===== src/rtl/dep_release_unit_pkg.sv =====
// Shared types for the dependency release unit: per-slot state encoding and
// default slot count / index width.
package dep_release_unit_pkg;

   localparam int BS    = 16;
   localparam int IDX_W = $clog2(BS);

   typedef enum logic [1:0] {
      FREE    = 2'd0,
      WAITING = 2'd1,
      ISSUED  = 2'd2
   } slot_state_t;

endpackage


===== src/rtl/dep_release_unit_if.sv =====
// Bundle of allocation, completion, issue handshake and status signals for the
// dependency release unit. The slave side is the unit itself.
interface dep_release_unit_if
   import dep_release_unit_pkg::*;
#(
   parameter int bs = BS
) ();

   localparam int iw = $clog2(bs);

   logic          alloc_valid;
   logic [iw-1:0] alloc_index;
   logic [bs-1:0] alloc_idt;
   logic          cmpl_valid;
   logic [iw-1:0] cmpl_index;
   logic          issue_valid;
   logic [iw-1:0] issue_index;
   logic          issue_ready;
   logic [iw:0]   occupancy;
   logic          full;
   logic          alloc_err;
   logic          cmpl_err;

   modport master (
      output alloc_valid, alloc_index, alloc_idt,
      output cmpl_valid, cmpl_index,
      output issue_ready,
      input  issue_valid, issue_index,
      input  occupancy, full, alloc_err, cmpl_err
   );

   modport slave (
      input  alloc_valid, alloc_index, alloc_idt,
      input  cmpl_valid, cmpl_index,
      input  issue_ready,
      output issue_valid, issue_index,
      output occupancy, full, alloc_err, cmpl_err
   );

endinterface


===== src/rtl/dep_release_unit_prio_enc_lsb.sv =====
// Lowest-set-bit priority encoder: reports whether any request bit is set and
// the index of the lowest one (0 when none).
module prio_enc_lsb #(
   parameter int width = 16
) (
   input  logic [width-1:0]         req,
   output logic                     valid,
   output logic [$clog2(width)-1:0] index
);

   localparam int iw = $clog2(width);

   // Scan from the top down so the lowest set bit is the last one written.
   always_comb begin
      valid = 1'b0;
      index = '0;
      for (int i = width - 1; i >= 0; i--) begin
         if (req[i]) begin
            valid = 1'b1;
            index = iw'(i);
         end
      end
   end

endmodule


===== src/rtl/dep_release_unit.sv =====
// Holds each buffered instruction's dependency row and slot state, and offers
// the lowest-numbered slot whose dependencies have all completed.
module dep_release_unit
   import dep_release_unit_pkg::*;
#(
   parameter int bs = BS
) (
   input  logic               clk,
   input  logic               rst_n,
   dep_release_unit_if.slave  bus
);

   localparam int iw = $clog2(bs);

   slot_state_t   state [bs];
   logic [bs-1:0] dep   [bs];

   logic [bs-1:0] ready;
   logic [bs-1:0] free_eff;
   logic [bs-1:0] cmpl_col;
   logic [bs-1:0] alloc_row [bs];
   logic          cmpl_ok;
   logic          alloc_ok;
   logic          fire;
   logic          enc_valid;
   logic [iw-1:0] enc_index;
   logic [iw:0]   occ;
   logic          alloc_err_q;
   logic          cmpl_err_q;

   assign cmpl_ok = bus.cmpl_valid && (state[bus.cmpl_index] == ISSUED);

   // A slot completing this cycle is treated as already free, both for
   // accepting a new allocation into it and for filtering new dependencies.
   for (genvar g = 0; g < bs; g++) begin : g_slot
      assign cmpl_col[g]  = cmpl_ok && (bus.cmpl_index == iw'(g));
      assign free_eff[g]  = (state[g] == FREE) || cmpl_col[g];
      assign ready[g]     = (state[g] == WAITING) && (dep[g] == '0);
      assign alloc_row[g] = bus.alloc_idt & ~free_eff & ~(bs'(1) << g);
   end

   assign alloc_ok = bus.alloc_valid && free_eff[bus.alloc_index];

   prio_enc_lsb #(
      .width (bs)
   ) u_prio (
      .req   (ready),
      .valid (enc_valid),
      .index (enc_index)
   );

   assign fire = enc_valid && bus.issue_ready;

   assign bus.issue_valid = enc_valid;
   assign bus.issue_index = enc_index;
   assign bus.occupancy   = occ;
   assign bus.full        = (occ == (iw + 1)'(bs));
   assign bus.alloc_err   = alloc_err_q;
   assign bus.cmpl_err    = cmpl_err_q;

   // Slot lifecycle: FREE -> WAITING -> ISSUED -> FREE. An allocation can only
   // coincide with a completion on the same slot, and then it wins.
   always_ff @(posedge clk or negedge rst_n) begin
      if (!rst_n) begin
         for (int i = 0; i < bs; i++) begin
            state[i] <= FREE;
            dep[i]   <= '0;
         end
         occ         <= '0;
         alloc_err_q <= 1'b0;
         cmpl_err_q  <= 1'b0;
      end else begin
         for (int i = 0; i < bs; i++) begin
            if (alloc_ok && (bus.alloc_index == iw'(i))) begin
               state[i] <= WAITING;
               dep[i]   <= alloc_row[i];
            end else begin
               dep[i] <= dep[i] & ~cmpl_col;
               if (fire && (enc_index == iw'(i))) begin
                  state[i] <= ISSUED;
               end else if (cmpl_col[i]) begin
                  state[i] <= FREE;
               end
            end
         end

         case ({alloc_ok, cmpl_ok})
            2'b10:   occ <= occ + (iw + 1)'(1);
            2'b01:   occ <= occ - (iw + 1)'(1);
            default: occ <= occ;
         endcase

         alloc_err_q <= bus.alloc_valid && !alloc_ok;
         cmpl_err_q  <= bus.cmpl_valid && !cmpl_ok;
      end
   end

endmodule


===== src/flat_wrapper.sv =====
// flat-port wrapper written by rule: the top's interface ports become plain ports
module dep_release_unit_flat import dep_release_unit_pkg::*;
#(
   parameter int bs = BS
)
  (clk, rst_n, bus_alloc_valid, bus_alloc_index, bus_alloc_idt, bus_cmpl_valid, bus_cmpl_index, bus_issue_ready, bus_issue_valid, bus_issue_index, bus_occupancy, bus_full, bus_alloc_err, bus_cmpl_err);
  dep_release_unit_if #(.bs(bs)) bus_i ();
  input  logic clk;
  input  logic rst_n;
  input wire logic [$bits(bus_i.alloc_valid)-1:0] bus_alloc_valid;
  input wire logic [$bits(bus_i.alloc_index)-1:0] bus_alloc_index;
  input wire logic [$bits(bus_i.alloc_idt)-1:0] bus_alloc_idt;
  input wire logic [$bits(bus_i.cmpl_valid)-1:0] bus_cmpl_valid;
  input wire logic [$bits(bus_i.cmpl_index)-1:0] bus_cmpl_index;
  input wire logic [$bits(bus_i.issue_ready)-1:0] bus_issue_ready;
  output wire logic [$bits(bus_i.issue_valid)-1:0] bus_issue_valid;
  output wire logic [$bits(bus_i.issue_index)-1:0] bus_issue_index;
  output wire logic [$bits(bus_i.occupancy)-1:0] bus_occupancy;
  output wire logic [$bits(bus_i.full)-1:0] bus_full;
  output wire logic [$bits(bus_i.alloc_err)-1:0] bus_alloc_err;
  output wire logic [$bits(bus_i.cmpl_err)-1:0] bus_cmpl_err;
  assign bus_i.alloc_valid = bus_alloc_valid;
  assign bus_i.alloc_index = bus_alloc_index;
  assign bus_i.alloc_idt = bus_alloc_idt;
  assign bus_i.cmpl_valid = bus_cmpl_valid;
  assign bus_i.cmpl_index = bus_cmpl_index;
  assign bus_i.issue_ready = bus_issue_ready;
  assign bus_issue_valid = bus_i.issue_valid;
  assign bus_issue_index = bus_i.issue_index;
  assign bus_occupancy = bus_i.occupancy;
  assign bus_full = bus_i.full;
  assign bus_alloc_err = bus_i.alloc_err;
  assign bus_cmpl_err = bus_i.cmpl_err;
  dep_release_unit #(.bs(bs)) u_core (.clk(clk), .rst_n(rst_n), .bus(bus_i));
endmodule

===== config.mk =====
export PLATFORM = sky130hd
export DESIGN_NAME = dep_release_unit_flat
export DESIGN_NICKNAME = d
export VERILOG_FILES = /design/src/rtl/dep_release_unit_pkg.sv /design/src/rtl/dep_release_unit_if.sv /design/src/rtl/dep_release_unit_prio_enc_lsb.sv /design/src/rtl/dep_release_unit.sv /design/src/flat_wrapper.sv
export SDC_FILE = /design/constraint.sdc
export NUM_CORES = 1
export LEC_CHECK = 0
export ABC_AREA = 1
export ABC_CLOCK_PERIOD_IN_PS = 4100
export CAP_MARGIN = 20
export CORE_ASPECT_RATIO = 0.8
export CORE_MARGIN = 1
export CORE_UTILIZATION = 50
export CTS_CLUSTER_SIZE = 28
export DETAILED_ROUTE_END_ITERATION = 10
export PLACE_DENSITY = 0.67
export SYNTH_ARGS = -nofsm -noshare
export SYNTH_HDL_FRONTEND = slang
export SYNTH_SLANG_ARGS = --single-unit

===== constraint.sdc =====
create_clock -name clk -period 4.1 [get_ports clk]
set_clock_uncertainty 0.2 [all_clocks]
set_input_delay 1.025 -clock clk [delete_from_list [all_inputs] [get_ports clk]]
set_output_delay 1.025 -clock clk [all_outputs]
set_load 0.01 [all_outputs]

==> flow_summary.rst <==
.. list-table::
   :header-rows: 1

   * - Metric
     - Value
   * - Number of global-route vias before repair
     - 11750
   * - CP max FO
     - 3
   * - TritonCTS Sinks
     - 295
   * - Required time worst endpoint
     - 2.87 ns
   * - Overall die height
     - 151.2 um
   * - Critical R2R Capture
     - u_core.bus.occupancy[4]$_DFFE_PN0P_
   * - Net Count, Synth
     - 1666
   * - Number of buffers added to fix hold violations after cts
     - 0
   * - Die Wd
     - 188.5 um
   * - Wire length per cell after detailed routing
     - 21.81 um
   * - Die area
     - 28490 um2
   * - Worst skew pair latency
     - 0.55 ns
   * - Global Route Usage Sum
     - 33.02%
   * - Seq/Total Area, Yosys
     - 53.08%
   * - Worst Tran Pin Value
     - 0.7399 ns
   * - Syn Area/Cell
     - 8.522 um2
   * - Post-synth EDFFs
     - 0
   * - Cell type contributing the most total cell area after synthesis
     - dfrtp_1
   * - Number of non-filler instances in the completed layout
     - 2124
   * - Critical path's top delay family
     - simple AND/OR/NAND/NOR gates
   * - Worst path bufs/invs
     - 2
   * - Count of unresolved DRC violations after routing
     - 0
   * - Number of CTS-inserted buffers
     - 29
   * - Total Power
     - 10920 uW
   * - Portion of total power attributed to the clock network
     - 25.1%
   * - Number of pins with negative max-slew slack in the final report
     - 0
   * - Internal
     - 6907 uW
   * - Final count of negative-setup-slack endpoints
     - 1
   * - Cell at the root of the clock tree
     - clkbuf_16
   * - Share of power burned in combinational logic
     - 33.8%
   * - Power per cell area
     - 648.8 nW/um2
   * - Vias after detailed routing
     - 12670
   * - Bufs on Longest Clock Path
     - 3
   * - Fraction of registers with async set or reset after synthesis
     - 100.0%
   * - First-pass GRT wire length
     - 70460 um
   * - Synthesized flop and latch total
     - 295
   * - Placed wire-length estimate
     - 31460 um
   * - FF-to-FF setup slack
     - 0.69 ns
   * - Crit path launch type
     - flip-flop
   * - Initial core utilization
     - 50.95%
   * - Crit path max-delay cell type
     - nor4_1
   * - Initial antenna violation count
     - 1
   * - Logic depth of the worst register-to-register path
     - 27
   * - Number of rows in the core area
     - 54
   * - Remaining global-route overflow
     - 0
   * - Primary FF master, synth
     - dfrtp_1
   * - I/O pin total
     - 42
   * - Area of the core
     - 27300 um2
   * - Crit Path Class
     - flip-flop to output port
   * - Relative contribution of sequential cells to total power
     - 41.1%
   * - Switch Pwr
     - 4010 uW
   * - Number of diodes
     - 0
   * - Fin Hold WS
     - 0.2968 ns
   * - Max-cap violation count
     - 0
   * - Fin crit period
     - 4.145 ns
   * - Clock tree from TritonCTS
     - built
   * - Gpl congestion
     - 0.9739
   * - Post-Place Cells
     - 2061
   * - Max Fclk
     - 0.2413 GHz
   * - Crit path setup slack, layout
     - -0.04464 ns
   * - Setup repair after global routing missed its margin
     - true
   * - Post-Syn Instances
     - 1632
   * - Synth-to-Final Area Change
     - 20.99%
   * - Reported leakage power
     - 0.008337 uW
   * - Mapped cell area
     - 13910 um2
   * - Count of yosys warnings during synthesis
     - 0
   * - Detail-routed via count per cell
     - 5.965
   * - Layout Nets
     - 1773
   * - Antenna Violating Nets Remaining
     - 0
   * - Slew headroom
     - 50.67%
   * - Maximum number of pins on one net before global-route repair
     - 92
   * - Violated checks
     - setup timing
   * - Count of final hold-check violations
     - 0
   * - Number of distinct library cell variants in the gate-level netlist after synthesis
     - 37
   * - Portion of synthesized cell area occupied by the leading cell type
     - 53.08%
   * - Run status
     - finished with violations
   * - Critical path arrival
     - 2.92 ns
   * - Maximum level of the CTS H-tree
     - 1
   * - Clock edge transition at the registers on the reported setup and hold paths
     - 0.06 ns
   * - CP peak stage delay
     - 0.59 ns
   * - Drt pass-1 iters
     - 5
   * - Critical Path Sink Type
     - output port
   * - Startpoint of the most critical register-to-register path
     - u_core.state[31]$_DFFE_PN0P_
   * - Critical Path, Cell by Cell
     - nor4_1 > nand4_1 > nand2_1 > o21bai_1 > a21oi_1 > buf_4 > clkdlybuf4s50_1
   * - IR drop worst, VDD
     - 0.3774 mV
   * - Part of the cycle the worst path needs
     - 101.1%
   * - Layout fillers
     - 2410
   * - Overall routed net length
     - 46330 um
   * - Share of post-route cells with drive strength above 1
     - 14.37%
   * - Path category of the worst min-delay check
     - input port to asynchronous set/reset pin
   * - Top post-synthesis cells by area
     - dfrtp_1 53%, nand3_1 11%, o21ai_1 6.5%
   * - Switching power as a share of total power
     - 36.73%
   * - Number of port buffers
     - 41
   * - Count of routing violations after the opening detailed-route iteration
     - 1258
-- how the worst max path moves through the flow --
stage,cells past startpoint,slack (ns),start,endpoint
after global placement,27,-0.45,bus_cmpl_index[1],u_core.bus.occupancy[4]$_DFFE_PN0P_
after global routing,22,-0.15,u_core.dep[4]$_DFF_PN0_,bus_issue_index[0]
after detailed placement,29,-0.52,bus_cmpl_index[0],u_core.bus.occupancy[4]$_DFFE_PN0P_
final,7,-0.04,u_core.dep[156]$_DFF_PN0_,bus_issue_index[1]
after CTS,21,-0.04,u_core.dep[17]$_DFF_PN0_,bus_issue_index[0]
after floorplan,27,0.01,bus_cmpl_index[0],u_core.bus.occupancy[4]$_DFFE_PN0P_
-- placed cells by master, fill, tap and decap left out, types with 33 or more instances in the layout --
cell,netlist,layout
nand3_1,306,306
dfrtp_1,295,295
nand2_1,231,219
o21ai_1,182,184
inv_1,131,130
nor2_1,130,127
buf_4,2,94
o21ai_0,86,82
nand4_1,35,35
clkdlybuf4s50_1,0,33
-- repair_timing --
action                                  in CTS  in global routing
gates resized for setup                     19                 29
endpoints found under the setup margin       5                 49
setup buffers                                1                  8
gates cloned                                 0                  2
pin swaps                                    1                 16
-- routing by layer --
metal / share of wire [%] / global-route usage, % / up-vias
li1: - / - / 5789
met1: 44 / 48.79 / 6181
met2: 43 / 50.59 / 597
met3: 9.0 / 4.703 / 101
met4: 3.2 / 9.879 / 2
met5: 0.026 / 0 / -
-- logic make-up after synthesis --
group	synth area share, %
AOI/OAI and AO/OA	10.19
xor gates and xnor gates	0.1260
adders and majority gates	0.5038
buffers and inverters	6.891
DFF	53.08
and+or+nand+nor	29.21
-- worst reg2reg max path: stages (launching register included) --
cell and delay, ns:
dfrtp_1 0.39, inv_1 0.09, o21ai_0 0.17, nand2_1 0.08, nand2_1 0.06, nand2_1 0.05, nand2_1 0.07, inv_1 0.09
nand2_4 0.15, buf_12 0.12, nand4_2 0.08, nand3_1 0.10, nand2_1 0.06, o21bai_1 0.19, nand2_1 0.12, nor2_4 0.12
nand2_2 0.10, ha_4 0.19, inv_2 0.06, fa_1 0.15, inv_1 0.06, a21oi_1 0.12, nor2_1 0.06, nor2_1 0.13
nand2_1 0.07, nand2_1 0.06, nor2_1 0.04, xor2_1 0.13
-- synthesized netlist by cell type, drive strengths merged (2+ instances only) --
| cell type | instances |
|---|---|
| nand3b | 3 |
| nor3 | 31 |
| ha | 4 |
| clkbuf | 37 |
| and2 | 2 |
| o21ai | 268 |
| buf | 54 |
| nand3 | 308 |
| o21bai | 2 |
| clkinv | 2 |
| inv | 132 |
| nand2 | 238 |
| nor2 | 132 |
| nand4 | 57 |
| a21oi | 11 |
| or2 | 13 |
| nor3b | 6 |
| or4 | 5 |
| nor4 | 28 |
| dfrtp | 295 |
-- sequential cells by signal, indices dropped and copies added (netlist names) --
name	flops
u_core.bus.alloc_err	1
u_core.bus.cmpl_err	1
u_core.bus.occupancy	5
u_core.dep	256
u_core.state	32
-- metrics by stage --
step | utilization, % | area, um2 | setup TNS (ns) | setup WS (ns)
floorplan | - | 14010 | 0 | 0.01300
global placement | 57.22 | 15620 | -27.94 | -0.4475
detailed placement | 57.22 | 15620 | -44.51 | -0.5218
CTS | 61.08 | 16670 | -0.03681 | -0.03681
global route | 61.65 | 16830 | -0.2461 | -0.1498
finish | 61.65 | 16830 | -0.04464 | -0.04464
-- cell type report --
type                    count  area (um2)  share of cell area (%)
well taps                 364       455.4                   2.707
multi-input cells        1113        5781                   34.35
inverters                 134       510.5                   3.034
clock buffers              43       848.3                   5.041
flip-flops and latches    295        7382                   43.87
repair buffers            165        1719                   10.22
repair inverters            1       7.507                 0.04461
clock inverters             9       123.9                  0.7361
-- power by group through the flow --
| stage | sequential (uW) | clock, uW | combinational (uW) |
|---|---|---|---|
| after floorplan | 4280 | 0 | 2190 |
| after global placement | 4450 | 0 | 3420 |
| after detailed placement | 4480 | 0 | 3520 |
| after CTS | 4450 | 2780 | 3560 |
| after global routing | 4570 | 2890 | 4060 |
| final | 4490 | 2750 | 3680 |
Power figures use the tool's default switching activity.
